[config.mk]
export PLATFORM = sky130hd
export DESIGN_NAME = myproject
export DESIGN_NICKNAME = d
export VERILOG_FILES = /design/src/rtl/myproject_pkg.sv /design/src/rtl/myproject_out_reg.sv /design/src/rtl/myproject.sv
export SDC_FILE = /design/constraint.sdc
export NUM_CORES = 1
export LEC_CHECK = 0
export BUFFER_PORTS_ARGS = -buffer_cell sky130_fd_sc_hd__buf_2
export CAP_MARGIN = 15
export CORE_UTILIZATION = 30
export CTS_CLUSTER_SIZE = 14
export DETAILED_ROUTE_END_ITERATION = 7
export PLACE_DENSITY = 0.48
export SYNTH_ARGS = -nofsm -noshare
export SYNTH_HDL_FRONTEND = slang
export SYNTH_SLANG_ARGS = --single-unit
export TNS_END_PERCENT = 20
[constraint.sdc]
create_clock -name ap_clk -period 7.2 [get_ports ap_clk]
set_input_delay 1.44 -clock ap_clk [delete_from_list [all_inputs] [get_ports ap_clk]]
set_output_delay 1.44 -clock ap_clk [all_outputs]
set_load 0.01 [all_outputs]
[src/rtl/myproject_pkg.sv]
// Shared parameters, FSM state type and sum saturation helper for the feature extractor.
package myproject_pkg;
    localparam int FP_TOTAL  = 16;
    localparam int ROWS      = 48;
    localparam int COLS      = 48;
    localparam int SUM_SHIFT = 11;
    localparam int NOUT      = 5;

    localparam int NPIX  = ROWS * COLS;
    localparam int IDX_W = $clog2(NPIX);
    localparam int SUM_W = FP_TOTAL + IDX_W;
    localparam int ROW_W = $clog2(ROWS);
    localparam int COL_W = $clog2(COLS);
    localparam int CNT_W = $clog2(NPIX + 1);

    localparam logic [ROW_W-1:0] ROW_LAST = ROW_W'(ROWS - 1);
    localparam logic [COL_W-1:0] COL_LAST = COL_W'(COLS - 1);

    typedef enum logic [1:0] {IDLE, RUN, OUT} state_t;

    function automatic logic [FP_TOTAL-1:0] saturate(input logic signed [SUM_W-1:0] v);
        logic signed [SUM_W-1:0] hi;
        logic signed [SUM_W-1:0] lo;
        hi = SUM_W'((1 << (FP_TOTAL - 1)) - 1);
        lo = -hi - SUM_W'(1);
        if (v > hi)      return {1'b0, {(FP_TOTAL-1){1'b1}}};
        else if (v < lo) return {1'b1, {(FP_TOTAL-1){1'b0}}};
        else             return v[FP_TOTAL-1:0];
    endfunction
endpackage

[src/rtl/myproject_out_reg.sv]
// Single-beat valid/ready holding register for one scalar result stream.
module myproject_out_reg
    import myproject_pkg::*;
(
    input  logic                ap_clk,
    input  logic                ap_rst_n,
    input  logic                load,
    input  logic [FP_TOTAL-1:0] din,
    input  logic                ready,
    output logic                valid,
    output logic [FP_TOTAL-1:0] data
);
    always_ff @(posedge ap_clk or negedge ap_rst_n) begin
        if (!ap_rst_n) begin
            valid <= 1'b0;
            data  <= '0;
        end else if (load) begin
            valid <= 1'b1;
            data  <= din;
        end else if (valid && ready) begin
            valid <= 1'b0;
        end
    end
endmodule

[src/rtl/myproject.sv]
// Streaming peak/sum/count feature extractor over one ROWS x COLS frame with ap_ctrl_hs control.
// Define MYPROJECT_SUM_SAT_EN to saturate the shifted sum output instead of wrapping it.
module myproject
    import myproject_pkg::*;
(
    input  logic                ap_clk,
    input  logic                ap_rst_n,
    input  logic                ap_start,
    output logic                ap_done,
    output logic                ap_idle,
    output logic                ap_ready,
    input  logic [FP_TOTAL-1:0] conv2d_input_V_data_0_V_TDATA,
    input  logic                conv2d_input_V_data_0_V_TVALID,
    output logic                conv2d_input_V_data_0_V_TREADY,
    output logic [FP_TOTAL-1:0] layer15_out_V_data_0_V_TDATA,
    output logic                layer15_out_V_data_0_V_TVALID,
    input  logic                layer15_out_V_data_0_V_TREADY,
    output logic [FP_TOTAL-1:0] layer15_out_V_data_1_V_TDATA,
    output logic                layer15_out_V_data_1_V_TVALID,
    input  logic                layer15_out_V_data_1_V_TREADY,
    output logic [FP_TOTAL-1:0] layer15_out_V_data_2_V_TDATA,
    output logic                layer15_out_V_data_2_V_TVALID,
    input  logic                layer15_out_V_data_2_V_TREADY,
    output logic [FP_TOTAL-1:0] layer15_out_V_data_3_V_TDATA,
    output logic                layer15_out_V_data_3_V_TVALID,
    input  logic                layer15_out_V_data_3_V_TREADY,
    output logic [FP_TOTAL-1:0] layer15_out_V_data_4_V_TDATA,
    output logic                layer15_out_V_data_4_V_TVALID,
    input  logic                layer15_out_V_data_4_V_TREADY
);
    state_t state, state_nxt;
    logic   done_nxt, ready_nxt;

    logic signed [FP_TOTAL-1:0] pix;
    logic                       accept, last_acc, first_pix, pix_pos;
    logic [ROW_W-1:0]           row, peak_row, peak_row_nxt;
    logic [COL_W-1:0]           col, peak_col, peak_col_nxt;
    logic signed [FP_TOTAL-1:0] max_val, max_nxt;
    logic signed [SUM_W-1:0]    sum, sum_nxt, sum_shr;
    logic [CNT_W-1:0]           cnt, cnt_nxt;

    logic [NOUT-1:0][FP_TOTAL-1:0] res_din, res_data;
    logic [NOUT-1:0]               res_valid, res_ready;

    assign pix       = signed'(conv2d_input_V_data_0_V_TDATA);
    assign accept    = conv2d_input_V_data_0_V_TVALID && conv2d_input_V_data_0_V_TREADY;
    assign last_acc  = accept && (row == ROW_LAST) && (col == COL_LAST);
    assign first_pix = (row == '0) && (col == '0);
    assign pix_pos   = !pix[FP_TOTAL-1] && (pix != '0);

    assign conv2d_input_V_data_0_V_TREADY = (state == RUN);
    assign ap_idle = (state == IDLE);

    always_comb begin
        state_nxt = state;
        done_nxt  = 1'b0;
        ready_nxt = 1'b0;
        case (state)
            IDLE: if (ap_start) state_nxt = RUN;
            RUN: begin
                if (last_acc) begin
                    state_nxt = OUT;
                    ready_nxt = 1'b1;
                end
            end
            OUT: begin
                // Leave once every stream is either already drained or handshaking now.
                if ((res_valid & ~res_ready) == '0) begin
                    state_nxt = IDLE;
                    done_nxt  = 1'b1;
                end
            end
            default: state_nxt = IDLE;
        endcase
    end

    always_ff @(posedge ap_clk or negedge ap_rst_n) begin
        if (!ap_rst_n) begin
            state    <= IDLE;
            ap_done  <= 1'b0;
            ap_ready <= 1'b0;
        end else begin
            state    <= state_nxt;
            ap_done  <= done_nxt;
            ap_ready <= ready_nxt;
        end
    end

    // Strict compare keeps the first occurrence of a tied peak.
    always_comb begin
        max_nxt      = max_val;
        peak_row_nxt = peak_row;
        peak_col_nxt = peak_col;
        if (first_pix || (pix > max_val)) begin
            max_nxt      = pix;
            peak_row_nxt = row;
            peak_col_nxt = col;
        end
        sum_nxt = sum + {{(SUM_W-FP_TOTAL){pix[FP_TOTAL-1]}}, pix};
        cnt_nxt = cnt + (pix_pos ? CNT_W'(1) : CNT_W'(0));
        sum_shr = sum_nxt >>> SUM_SHIFT;
    end

    always_ff @(posedge ap_clk or negedge ap_rst_n) begin
        if (!ap_rst_n) begin
            row      <= '0;
            col      <= '0;
            peak_row <= '0;
            peak_col <= '0;
            max_val  <= '0;
            sum      <= '0;
            cnt      <= '0;
        end else if (state == IDLE && ap_start) begin
            row      <= '0;
            col      <= '0;
            peak_row <= '0;
            peak_col <= '0;
            max_val  <= '0;
            sum      <= '0;
            cnt      <= '0;
        end else if (accept) begin
            max_val  <= max_nxt;
            peak_row <= peak_row_nxt;
            peak_col <= peak_col_nxt;
            sum      <= sum_nxt;
            cnt      <= cnt_nxt;
            if (col == COL_LAST) begin
                col <= '0;
                row <= (row == ROW_LAST) ? '0 : row + ROW_W'(1);
            end else begin
                col <= col + COL_W'(1);
            end
        end
    end

    // Results are captured from the post-update values on the last pixel's cycle.
    always_comb begin
        res_din[0] = max_nxt;
        res_din[1] = {{(FP_TOTAL-ROW_W){1'b0}}, peak_row_nxt};
        res_din[2] = {{(FP_TOTAL-COL_W){1'b0}}, peak_col_nxt};
`ifdef MYPROJECT_SUM_SAT_EN
        res_din[3] = saturate(sum_shr);
`else
        res_din[3] = sum_shr[FP_TOTAL-1:0];
`endif
        res_din[4] = {{(FP_TOTAL-CNT_W){1'b0}}, cnt_nxt};
    end

    assign res_ready = {layer15_out_V_data_4_V_TREADY, layer15_out_V_data_3_V_TREADY,
                        layer15_out_V_data_2_V_TREADY, layer15_out_V_data_1_V_TREADY,
                        layer15_out_V_data_0_V_TREADY};

    for (genvar g = 0; g < NOUT; g++) begin : g_out
        myproject_out_reg u_out (
            .ap_clk   (ap_clk),
            .ap_rst_n (ap_rst_n),
            .load     (last_acc),
            .din      (res_din[g]),
            .ready    (res_ready[g]),
            .valid    (res_valid[g]),
            .data     (res_data[g])
        );
    end

    assign layer15_out_V_data_0_V_TDATA  = res_data[0];
    assign layer15_out_V_data_1_V_TDATA  = res_data[1];
    assign layer15_out_V_data_2_V_TDATA  = res_data[2];
    assign layer15_out_V_data_3_V_TDATA  = res_data[3];
    assign layer15_out_V_data_4_V_TDATA  = res_data[4];
    assign layer15_out_V_data_0_V_TVALID = res_valid[0];
    assign layer15_out_V_data_1_V_TVALID = res_valid[1];
    assign layer15_out_V_data_2_V_TVALID = res_valid[2];
    assign layer15_out_V_data_3_V_TVALID = res_valid[3];
    assign layer15_out_V_data_4_V_TVALID = res_valid[4];
endmodule

# Word level (Yosys, flattened, before mapping)
# Index checks and enable logic that the tools add are counted.
# classes
n_addsub,4
bitwise,2
magnitude_cmp,1
n_mux,39
eq_ne,7
n_reduce_logical,27
# ops
cell,count
2-to-1 mux 6 bit,13
2-to-1 mux 28 bit,2
2-to-1 mux 16 bit,3
adder 28 bit,1
2-to-1 mux 12 bit,2
> comparator 16 bit,1
nonzero test 16 bit,1
2-to-1 mux 1 bit,15
nonzero test 2 bit,7
adder 12 x 1 -> 12 bit,1
"adder 6 x 1 -> 6 bit, second input constant",2
"== test 6 bit, second input constant",2
zero test 6 bit,2
logical AND 1 bit,11
2-to-1 mux 2 bit,3
case mux 2 bit (3 select lines),1
bitwise AND 5 bit,1
zero test 5 bit,1
inverter 5 bit,1
"!= test 2 bit, second input constant",2
AND reduction 3 bit,1
"== test 2 x 1 -> 1 bit, second input constant",1
"== test 2 bit, second input constant",1
zero test 2 bit,1
4 further kinds,4
# totals
reg_bits,145
output_inout_bits,89
wordCells,100
input_bits,25

# Longest topological paths before layout
# Gate-level depths: netlist of run 1.
# logic_depth
depth_word,6
mapped_depth,12
mapped_depth_nobuf,11

# Cells and area by module
# From an unflattened synthesis of run 1, not the netlist that was laid out.
# unflattened
hier_cells,797
hier_area_um2,9202.6
# modules_own_cells
module,n_inst,seq_area_each_um2,cells_each,area_each_um2
myproject,1,2077.0,612,5786.8
myproject_out_reg,5,425.4,37,683.2

# Worst setup path after synthesis of run 1
# OpenSTA, ideal clock, no wires.
# synth_path
path_kind,input -> register
startpoint,input conv2d_input_V_data_0_V_TDATA[0]
endpoint,register sum[26]
arrival_time_ps,3638
n_path_buf,0
path_stages,9
setup_ps,79
path_slack_ps,3482
cell_sequence,ha_1 fa_1 a211oi_1 o21ai_0 o211ai_1 a31oi_1 o211a_1 o311ai_0 mux2i_1
# synth_via
elab_chain_len,3
# synth_rtl
item,line_no,source
"start, declared",myproject.sv:12,"input logic [FP_TOTAL-1:0] conv2d_input_V_data_0_V_TDATA,"
adder 28 bit,myproject.sv:99,"sum_nxt = sum + {{(SUM_W-FP_TOTAL){pix[FP_TOTAL-1]}}, pix};"
2-to-1 mux 28 bit,myproject.sv:121,end else if (accept) begin
2-to-1 mux 28 bit,myproject.sv:113,end else if (state == IDLE && ap_start) begin
"end signal, assigned",myproject.sv:125,sum <= sum_nxt;
"end, declared",myproject.sv:39,"logic signed [SUM_W-1:0] sum, sum_nxt, sum_shr;"
# Every way passes these cells. The select of a mux whose other input is x is not followed.
# A chain may end at the register's enable or synchronous reset.

# Final worst setup path of run 1
# layout_path
startpoint,input conv2d_input_V_data_0_V_TDATA[15]
endpoint,register g_out[0].u_out.data[1]
# layout_via
elab_chain_len,3
# layout_rtl
item,line_no,source
> comparator 16 bit,myproject.sv:94,if (first_pix || (pix > max_val)) begin
logical OR 1 bit,myproject.sv:94,
2-to-1 mux 16 bit,myproject.sv:94,
"end signal, assigned",myproject_out_reg.sv:19,data <= din;
"end, declared",myproject_out_reg.sv:11,output logic [FP_TOTAL-1:0] data
# Every way passes these cells.

==> results.yml, run 1 <==
timing:
  fmax_mhz: 257
  max_slew_margin_pct: 40.6
  setup_viol: 0
  worstMarginPinSlew_ns: 0.892
  fin_skew_ns: 0.0151
  tns_ns: 0
  whs_ns: 0.469
  finalCriticalPeriod_ns: 3.89
  timing.final.crit_share_pct: 54.1
  rsz0062_at_grt: "false"
  drv_slew: 0
  finalHoldViolations: 0
yosys:
  syn_inst: 865
  synth_top_area_share_pct: 45.1
  ys_seq_area_share_pct: 45.1
  syn_area_per_cell_sq_um: 9.24
  synth_area_sq_um: 8000
  synth-main-ff-cell: "dfrtp_1"
  ys_ff_latch: 144
  yosysTopAreaCell: "dfrtp_1"
  synth_edf_count: 0
  yosysWarnings: 0
  synth_area_leaders: "dfrtp_1, nand2_1, ha_1, o21ai_0, a21oi_1"
  ys_types: 63
  synth-async-reset-ratio_pct: 100
clocking:
  cts-resized-gates: 0
  holdBufCountCts: 0
  clk_latency_ns: 0.43
  cts_setup_buffers: 0
  cts-buffers-inserted: 17
  cts_tree: "done"
  clockRootBuffer: "clkbuf_16"
  h-tree-depth: 4
  clock-sinks: 144
  path_clk_slew_ns: 0.06
  clockBufferDepth: 2
finish:
  areaGrowthSynthToFinish_pct: 15.4
  nets: 1015
  multi_input_area_sq_um: 4040
  drive_above_1_share_pct: 15.2
  regArea_sq_um: 3600
  nFillCells: 2733
global_route:
  grt_antenna_before_repair: 1
  grt_max_degree: 96
  grt_pass1_vias: 6019
  grt_pass1_wl_mm: 32.1
  grt-ovfl-total: 0
  grt_util_all_layers_pct: 15.1
flow_run:
  max_cap_violations: 0
floorplanning:
  die_area_sq_um: 27300
  die_h_um: 165
  rows: 59
  io_pins: 114
  core-area_sq_um: 26100
  initial_core_util_pct: 30.6
  die_w_um: 165
placed_design:
  dp_hpwl_mm: 13.3
  gp_congestion: 0.830
  port_buffers: 89
routing:
  drt-pass1-iter-count: 6
  wirelength_mm: 19.6
  num_vias: 6187
  wl_per_cell_um: 15.2
  ant_nets: 0
  viasPerCell: 4.80
  drtIter0Drc: 305
  drc: 24
outcome:
  outcome: "complete, but fails checks"
  violations: "design-rule violations"
critical_path:
  critPathLaunchType: "primary input"
  crit_fanout: 25
  endpoint_kind: "flip-flop"
  reg2reg_slack_ns: 4.24
  cp.arrival_ns: 4.15
  crit_type: "primary input to flip-flop"
  crit_required_ns: 7.45
min_path:
  hp-class: "flip-flop to flip-flop"
power:
  leakage_nw: 4.53
  ir_worst_vdd_uv: 148
  powerDensity_nw_per_um2: 340
-- critical path, stage by stage --
cell and delay (ns):
buf_2 0.37, ha_1 0.35, and4_4 0.23, nand2_2 0.08
a211oi_2 0.06, a2111oi_4 0.43, mux2i_4 0.44, nand2_4 0.33
mux2i_1 0.27, o21ai_0 0.12
-- kinds of logic (layout without fill, tap and decap cells) --
logic type | Yosys count | count (layout) | synth area share, %
other cells | 1 | 25 | 0.0469
xor+xnor | 35 | 35 | 3.83
flops | 144 | 144 | 45.1
compound gates | 227 | 227 | 17.4
simple gates | 296 | 296 | 16.6
buf+inv | 86 | 151 | 5.76
fa+ha+maj | 49 | 49 | 7.76
mux | 27 | 27 | 3.60
-- cells in the final DEF, fill, tap and decap left out, drive strengths merged, types with 10 or more instances in the layout --
| cell type | Yosys | layout |
|---|---|---|
| dfrtp | 144 | 144 |
| conb | 1 | 24 |
| nand3 | 18 | 18 |
| a21oi | 45 | 45 |
| xnor2 | 23 | 23 |
| a22o | 13 | 13 |
| mux2i | 23 | 23 |
| a21o | 12 | 12 |
| buf | 35 | 96 |
| o21ai | 107 | 107 |
| o31ai | 18 | 18 |
| xor2 | 12 | 12 |
| nor2 | 45 | 45 |
| and3 | 10 | 10 |
| inv | 24 | 24 |
| nand2 | 168 | 168 |
| ha | 48 | 48 |
| clkbuf | 27 | 20 |
-- final timing paths --
check | end | cells past startpoint | from
setup / recovery | g_out[0].u_out.data[1] | 10 | conv2d_input_V_data_0_V_TDATA[15]
hold / removal | g_out[3].u_out.data[0] | 2 | g_out[3].u_out.data[0]
setup reg to reg | sum[26] | 9 | sum[0]
hold reg to reg | g_out[3].u_out.data[0] | 2 | g_out[3].u_out.data[0]
max in group asynchronous | cnt[1] | 2 | ap_rst_n
min in group asynchronous | sum[23] | 1 | ap_rst_n
-- cell usage after synthesis (3+ instances only) --
cell	n
nand2_1	166
dfrtp_1	144
o21ai_0	84
ha_1	48
a21oi_1	44
nor2_1	44
clkbuf_1	27
buf_4	25
inv_1	24
o21ai_1	23
xnor2_1	23
mux2i_1	22
nand3_1	18
o31ai_1	18
a22o_1	13
a21o_1	12
xor2_1	12
and3_1	10
nand2b_1	9
nor3_1	9
a211oi_1	6
nand4_1	6
nor2b_1	6
a31oi_1	5
and2_1	4
buf_6	4
mux2_2	4
nor4_1	4
o211ai_1	4
buf_1	3
nor3b_1	3
or3_1	3
-- state kept, by name (all words and copies together) (netlist names) --
signal and cells:
g_out.u_out.data 56, ap_done 1, row 6, state 2
ap_ready 1, cnt 12, peak_col 6, g_out.u_out.valid 5
col 6, sum 27, peak_row 6, max_val 16
-- per-layer routing --
metal  part of all wire [%]  global-route usage [%]  vias up
li1                       -                       -     3128
met1                     49                    20.8     2953
met2                     47                    23.9       90
met3                    3.3                    2.85       16
met4                    1.2                    4.71        0
met5                      0                       0        -
-- report_power, final --
| group | internal (W) | leakage, nW | total [W] | switching [W] |
|---|---|---|---|---|
| clock network | 0.000488 | 0.267 | 0.000848 | 0.000360 |
| registers | 0.000954 | 1.93 | 0.00105 | 0.000100 |
| logic | 0.000510 | 2.34 | 0.00124 | 0.000727 |
-- area by class of cell --
class	instances	area share (%)
Antenna cell	1	0.0271
Clock inverter	11	0.990
Inverter	24	0.976
Timing Repair Buffer	96	5.68
Clock buffer	20	4.95
Sequential cell	144	39.1
Multi-Input combinational cell	658	43.8
Tap cell	335	4.54
-- metrics by stage --
stage | utilization, % | std cells | area (sq um) | power [W] | setup slack (ns)
after global routing | 35.3 | 1288 | 9220 | 0.00338 | 3.15
after global placement | 33.1 | 1256 | 8650 | 0.00229 | 2.61
final | 35.3 | 1289 | 9230 | 0.00314 | 3.31
after detailed placement | 33.1 | 1256 | 8650 | 0.00230 | 2.53
after floorplan | - | 888 | 8080 | 0.00204 | 3.48
after CTS | 35.2 | 1287 | 9200 | 0.00316 | 2.99
Power figures use the tool's default switching activity.
==> inputs of run 2 (changes only) <==
--- a/config.mk
+++ b/config.mk
@@ -10,7 +10,7 @@
 export CORE_UTILIZATION = 30
 export CTS_CLUSTER_SIZE = 14
 export DETAILED_ROUTE_END_ITERATION = 7
-export PLACE_DENSITY = 0.48
+export PLACE_DENSITY = 0.5
 export SYNTH_ARGS = -nofsm -noshare
 export SYNTH_HDL_FRONTEND = slang
 export SYNTH_SLANG_ARGS = --single-unit
==> constraint.sdc (replaced) <==
create_clock -name ap_clk -period 3.4 [get_ports ap_clk]
set_input_delay 0.68 -clock ap_clk [delete_from_list [all_inputs] [get_ports ap_clk]]
set_output_delay 0.68 -clock ap_clk [all_outputs]
set_load 0.01 [all_outputs]
==> results.yml, run 2 (synthesized netlist as in run 1, its figures left out) <==
outcome:
  outcome: "complete, but fails checks"
  violations: "design-rule violations"
min_path:
  hp-class: "primary input to async pin"
finish:
  areaGrowthSynthToFinish_pct: 18.2
  mostFrequentLayoutCells: "nand2_1, dfrtp_1, buf_2, o21ai_0, ha_1"
  largest_reg_flops: 56
  biggestRegsByFlops: "g_out.u_out.data (56), sum (27), max_val (16)"
  regMostFlops: "g_out.u_out.data"
  fin_cells: 1309
  layout_commonest_cell: "nand2_1"
  final_core_util_pct: 36.2
  drive_above_1_share_pct: 17.0
  nets: 1037
timing:
  fin_skew_ns: 0.00771
  setup_slack_ns: 0.455
  timing.final.crit_share_pct: 86.6
  finalCriticalPeriod_ns: 2.95
  whs_ns: 0.214
  drv_slew: 0
  finalHoldViolations: 0
  worstMarginPinSlew_ns: 0.936
  max_slew_margin_pct: 37.6
  tns_ns: 0
  setup_viol: 0
  fmax_mhz: 340
  rsz0062_at_grt: "false"
critical_path:
  slowest_stage: "nor4_1"
  crit_family: "simple AND/OR/NAND/NOR gates"
  crit_chain: "buf_2, nor4_1, a41oi_1, ha_1, ha_1, and3_1, and3_1, and3_1, and3_1, xnor2_1, o21ai_0"
  r2r-end: "g_out[0].u_out.data[13]"
  crit_required_ns: 3.66
  crit_top_cell: "and3_1"
  slowest_delay_ns: 0.47
  crit_type: "primary input to flip-flop"
  reg2reg_slack_ns: 0.58
  critPathBufInv: 1
  r2r_start: "max_val[1]"
  worstRegToRegCells: 11
  crit_fanout: 6
  critPathLaunchType: "primary input"
  cp.arrival_ns: 3.21
  endpoint_kind: "flip-flop"
clocking:
  clockRootBuffer: "clkbuf_16"
  cts-resized-gates: 0
  holdBufCountCts: 0
  clk_latency_ns: 0.43
  cts_tree: "done"
  clockBufferDepth: 2
  clock-sinks: 144
  cts_setup_buffers: 0
  h-tree-depth: 4
  cts-buffers-inserted: 17
  path_clk_slew_ns: 0.06
power:
  leakage_nw: 4.67
  powerDensity_nw_per_um2: 738
  ir_worst_vdd_uv: 315
routing:
  wirelength_mm: 20.2
  wl_per_cell_um: 15.5
  drt-pass1-iter-count: 6
  ant_nets: 0
  num_vias: 6334
  viasPerCell: 4.84
  drc: 20
  drtIter0Drc: 301
floorplanning:
  core-area_sq_um: 26100
  die_h_um: 165
  die_w_um: 165
  initial_core_util_pct: 30.6
  io_pins: 114
  rows: 59
  die_area_sq_um: 27300
flow_run:
  max_cap_violations: 0
global_route:
  grt_pass1_wl_mm: 33.2
  grt-ovfl-total: 0
  grt_antenna_before_repair: 1
  grt_util_all_layers_pct: 15.7
  grt_max_degree: 96
  grt_pass1_vias: 6211
placed_design:
  gp_congestion: 0.829
  dp_cells: 1279
  dp_hpwl_mm: 14.2
  dp_slack_ns: 0.0665
  port_buffers: 89
==> run 2: changes by cell type in the layout (fill, tap and decap cells not counted) <==
cell / before / now
buf_12: 0 / 2
buf_16: 1 / 0
buf_4: 6 / 27
bufinv_16: 1 / 4
clkbuf_8: 2 / 1
clkinv_2: 6 / 2
clkinv_4: 1 / 3
clkinvlp_4: 3 / 1
==> run 2: cell type report <==
type / count / area (sq um)
fillers: 2702 / 16700
multi-input cells: 658 / 4040
flip-flops and latches: 144 / 3600
repair buffers: 118 / 694
clock buffers: 19 / 443
well taps: 335 / 419
clock inverters: 10 / 164
inverters: 24 / 90.1
diodes: 1 / 2.50
==> run 2: worst max path at each step <==
stage               cells after the start  slack [ns]                             start                      end
floorplan                               9        0.44  conv2d_input_V_data_0_V_TDATA[0]                  sum[26]
global placement                       11       -0.06  conv2d_input_V_data_0_V_TDATA[1]  g_out[4].u_out.data[10]
detailed placement                     11        0.07  conv2d_input_V_data_0_V_TDATA[1]  g_out[4].u_out.data[10]
CTS                                    11        0.46  conv2d_input_V_data_0_V_TDATA[1]  g_out[4].u_out.data[10]
global route                           10        0.27  conv2d_input_V_data_0_V_TDATA[0]                  sum[26]
finish                                 11        0.45  conv2d_input_V_data_0_V_TDATA[1]  g_out[4].u_out.data[10]
==> run 2: where the power goes <==
group	switching [W]	internal (W)	leakage, nW	total (W)
registers	0.000213	0.00202	1.93	0.00223
clock network	0.000756	0.00124	0.295	0.00199
logic	0.00159	0.00117	2.45	0.00275
==> run 2: stage by stage <==
step                cell area (sq um)  power (W)
global route                     9450    0.00749
finish                           9460    0.00698
global placement                 8850    0.00500
detailed placement               8850    0.00501
floorplan                        8080    0.00433
CTS                              9450    0.00705
==> run 2: layer usage <==
layer	share of wire [%]	vias to the layer above	wire length [um]	GRT usage (%)
li1	-	3171	-	-
met3	3.2	16	649	3.07
met2	46	96	9300	25.4
met5	0	-	0	0
met4	0.93	0	189	4.00
met1	50	3051	10100	21.2
==> run 2: worst reg2reg max path: stages, from the launching register on <==
cell       delay, ns
dfrtp_1         0.37
inv_1           0.08
ha_1            0.24
nor2b_1         0.14
o211ai_2        0.16
a211oi_2        0.11
a2111oi_4       0.46
mux2i_4         0.49
nand2_4         0.16
buf_4           0.22
mux2i_1         0.18
o21ai_1         0.07
==> inputs of run 3 (changes only) <==
--- a/config.mk
+++ b/config.mk
@@ -10,6 +10,7 @@
 export CORE_UTILIZATION = 30
 export CTS_CLUSTER_SIZE = 14
 export DETAILED_ROUTE_END_ITERATION = 7
+export GPL_TIMING_DRIVEN = 0
 export PLACE_DENSITY = 0.5
 export SYNTH_ARGS = -nofsm -noshare
 export SYNTH_HDL_FRONTEND = slang
==> results.yml, run 3 (synthesized netlist as in run 1, its figures left out) <==
clocking:
  cts-buffers-inserted: 17
  clockBufferDepth: 2
  h-tree-depth: 4
  clockRootBuffer: "clkbuf_16"
  clk_latency_ns: 0.43
  clock-sinks: 144
  path_clk_slew_ns: 0.07
  cts-resized-gates: 0
  holdBufCountCts: 0
  cts_setup_buffers: 0
  cts_tree: "done"
finish:
  fin_cells: 1345
  nets: 1071
  areaGrowthSynthToFinish_pct: 19.4
  mostFrequentLayoutCells: "nand2_1, dfrtp_1, buf_2, o21ai_0, ha_1"
  regMostFlops: "g_out.u_out.data"
  drive_above_1_share_pct: 16.8
  biggestRegsByFlops: "g_out.u_out.data (56), sum (27), max_val (16)"
  layout_commonest_cell: "nand2_1"
  largest_reg_flops: 56
  num_antenna_cells: 0
critical_path:
  crit_fanout: 18
  slowest_delay_ns: 0.47
  critPathLaunchType: "primary input"
  slowest_stage: "a2111oi_4"
  crit_chain: "buf_2, ha_1, and4_4, nand2_2, a211oi_2, a2111oi_4, mux2i_4, nand2_4, buf_6, mux2i_1, o21ai_1"
  crit_type: "primary input to flip-flop"
  cp.arrival_ns: 3.41
  endpoint_kind: "flip-flop"
  crit_required_ns: 3.69
  worstRegToRegCells: 8
routing:
  drt-pass1-iter-count: 7
  num_vias: 6471
  ant_nets: 0
  drc: 10
  wirelength_mm: 21.8
  drtIter0Drc: 380
  viasPerCell: 4.81
  wl_per_cell_um: 16.2
timing:
  finalHoldViolations: 0
  finalCriticalPeriod_ns: 3.13
  drv_slew: 0
  worstMarginPinSlew_ns: 0.901
  max_slew_margin_pct: 40.0
  setup_viol: 0
  fin_skew_ns: 0.0145
  timing.final.crit_share_pct: 92.0
  fmax_mhz: 320
  tns_ns: 0
  rsz0062_at_grt: "false"
  whs_ns: 0.241
floorplanning:
  core-area_sq_um: 26100
  die_h_um: 165
  rows: 59
  die_w_um: 165
  initial_core_util_pct: 30.6
  io_pins: 114
  die_area_sq_um: 27300
placed_design:
  port_buffers: 89
  dp_cells: 1313
  gp_congestion: 0.817
  dp_hpwl_mm: 15.9
min_path:
  hp-class: "primary input to async pin"
power:
  leakage_nw: 4.72
  powerDensity_nw_per_um2: 712
  ir_worst_vdd_uv: 340
outcome:
  outcome: "complete, but fails checks"
  violations: "design-rule violations"
flow_run:
  max_cap_violations: 0
global_route:
  grt_pass1_vias: 6245
  grt_pass1_wl_mm: 34.8
  grt-ovfl-total: 0
  grt_max_degree: 87
  grt_antenna_before_repair: 0
  grt_util_all_layers_pct: 16.8
## run 3: changes by cell type in the layout (fill, tap and decap cells not counted), sizes merged
cell and change:
diode -1, inv +10, buf +7, clkinv -2, clkbuf +26, bufinv -4
## run 3: final cells by class
type | instances | area, sq um
Timing Repair Buffer | 90 | 479
Clock inverter | 14 | 139
Fill cell | 2770 | 16600
Sequential cell | 144 | 3600
Tap cell | 335 | 419
Inverter | 24 | 90.1
Buffer | 62 | 370
Clock buffer | 18 | 429
Multi-Input combinational cell | 658 | 4020
## run 3: routing by layer
metal | vias to the layer above | track usage [%] | wire, um
li1 | 3244 | - | -
met1 | 3090 | 23.3 | 10400
met2 | 118 | 26.6 | 10100
met3 | 19 | 3.07 | 965
met4 | 0 | 4.84 | 332
met5 | - | 0 | 0
## run 3: worst max-delay path, delay by kind of cell
kind / cells / cell delay (ns)
muxes: 2 / 0.67
AOI/OAI and AO/OA: 3 / 0.62
buffers and inverters: 2 / 0.59
and+or+nand+nor: 3 / 0.50
adders and majority gates: 1 / 0.36
## run 3: final timing paths
kind                                                        start  slack [ns]                      end
worst max register to register                             col[0]        0.38   g_out[3].u_out.data[4]
worst min register to register             g_out[3].u_out.data[9]        0.47   g_out[3].u_out.data[9]
min in group ap_clk                        g_out[3].u_out.data[9]        0.47   g_out[3].u_out.data[9]
worst min-delay path                                     ap_rst_n        0.24   g_out[0].u_out.data[9]
max in group asynchronous                                ap_rst_n        2.31   g_out[3].u_out.data[4]
worst max-delay path            conv2d_input_V_data_0_V_TDATA[15]        0.27  g_out[0].u_out.data[14]
## run 3: where the power goes
part	internal [W]	switching, W	total [W]
registers	0.00202	0.000215	0.00223
logic	0.00114	0.00158	0.00272
clock network	0.000976	0.000861	0.00184
total	0.00414	0.00266	0.00680
## run 3: metrics by stage
step | worst slack (ns) | instance area [sq um] | util [%] | power [W]
4_1_cts | 0.258 | 9550 | 36.5 | 0.00687
3_5_place_dp | -0.181 | 8980 | 34.4 | 0.00499
6_report | 0.272 | 9550 | 36.5 | 0.00680
2_1_floorplan | 0.442 | 8080 | - | 0.00433
5_1_grt | 0.0567 | 9550 | 36.5 | 0.00733
3_3_place_gp | -0.678 | 8950 | 34.2 | 0.00496
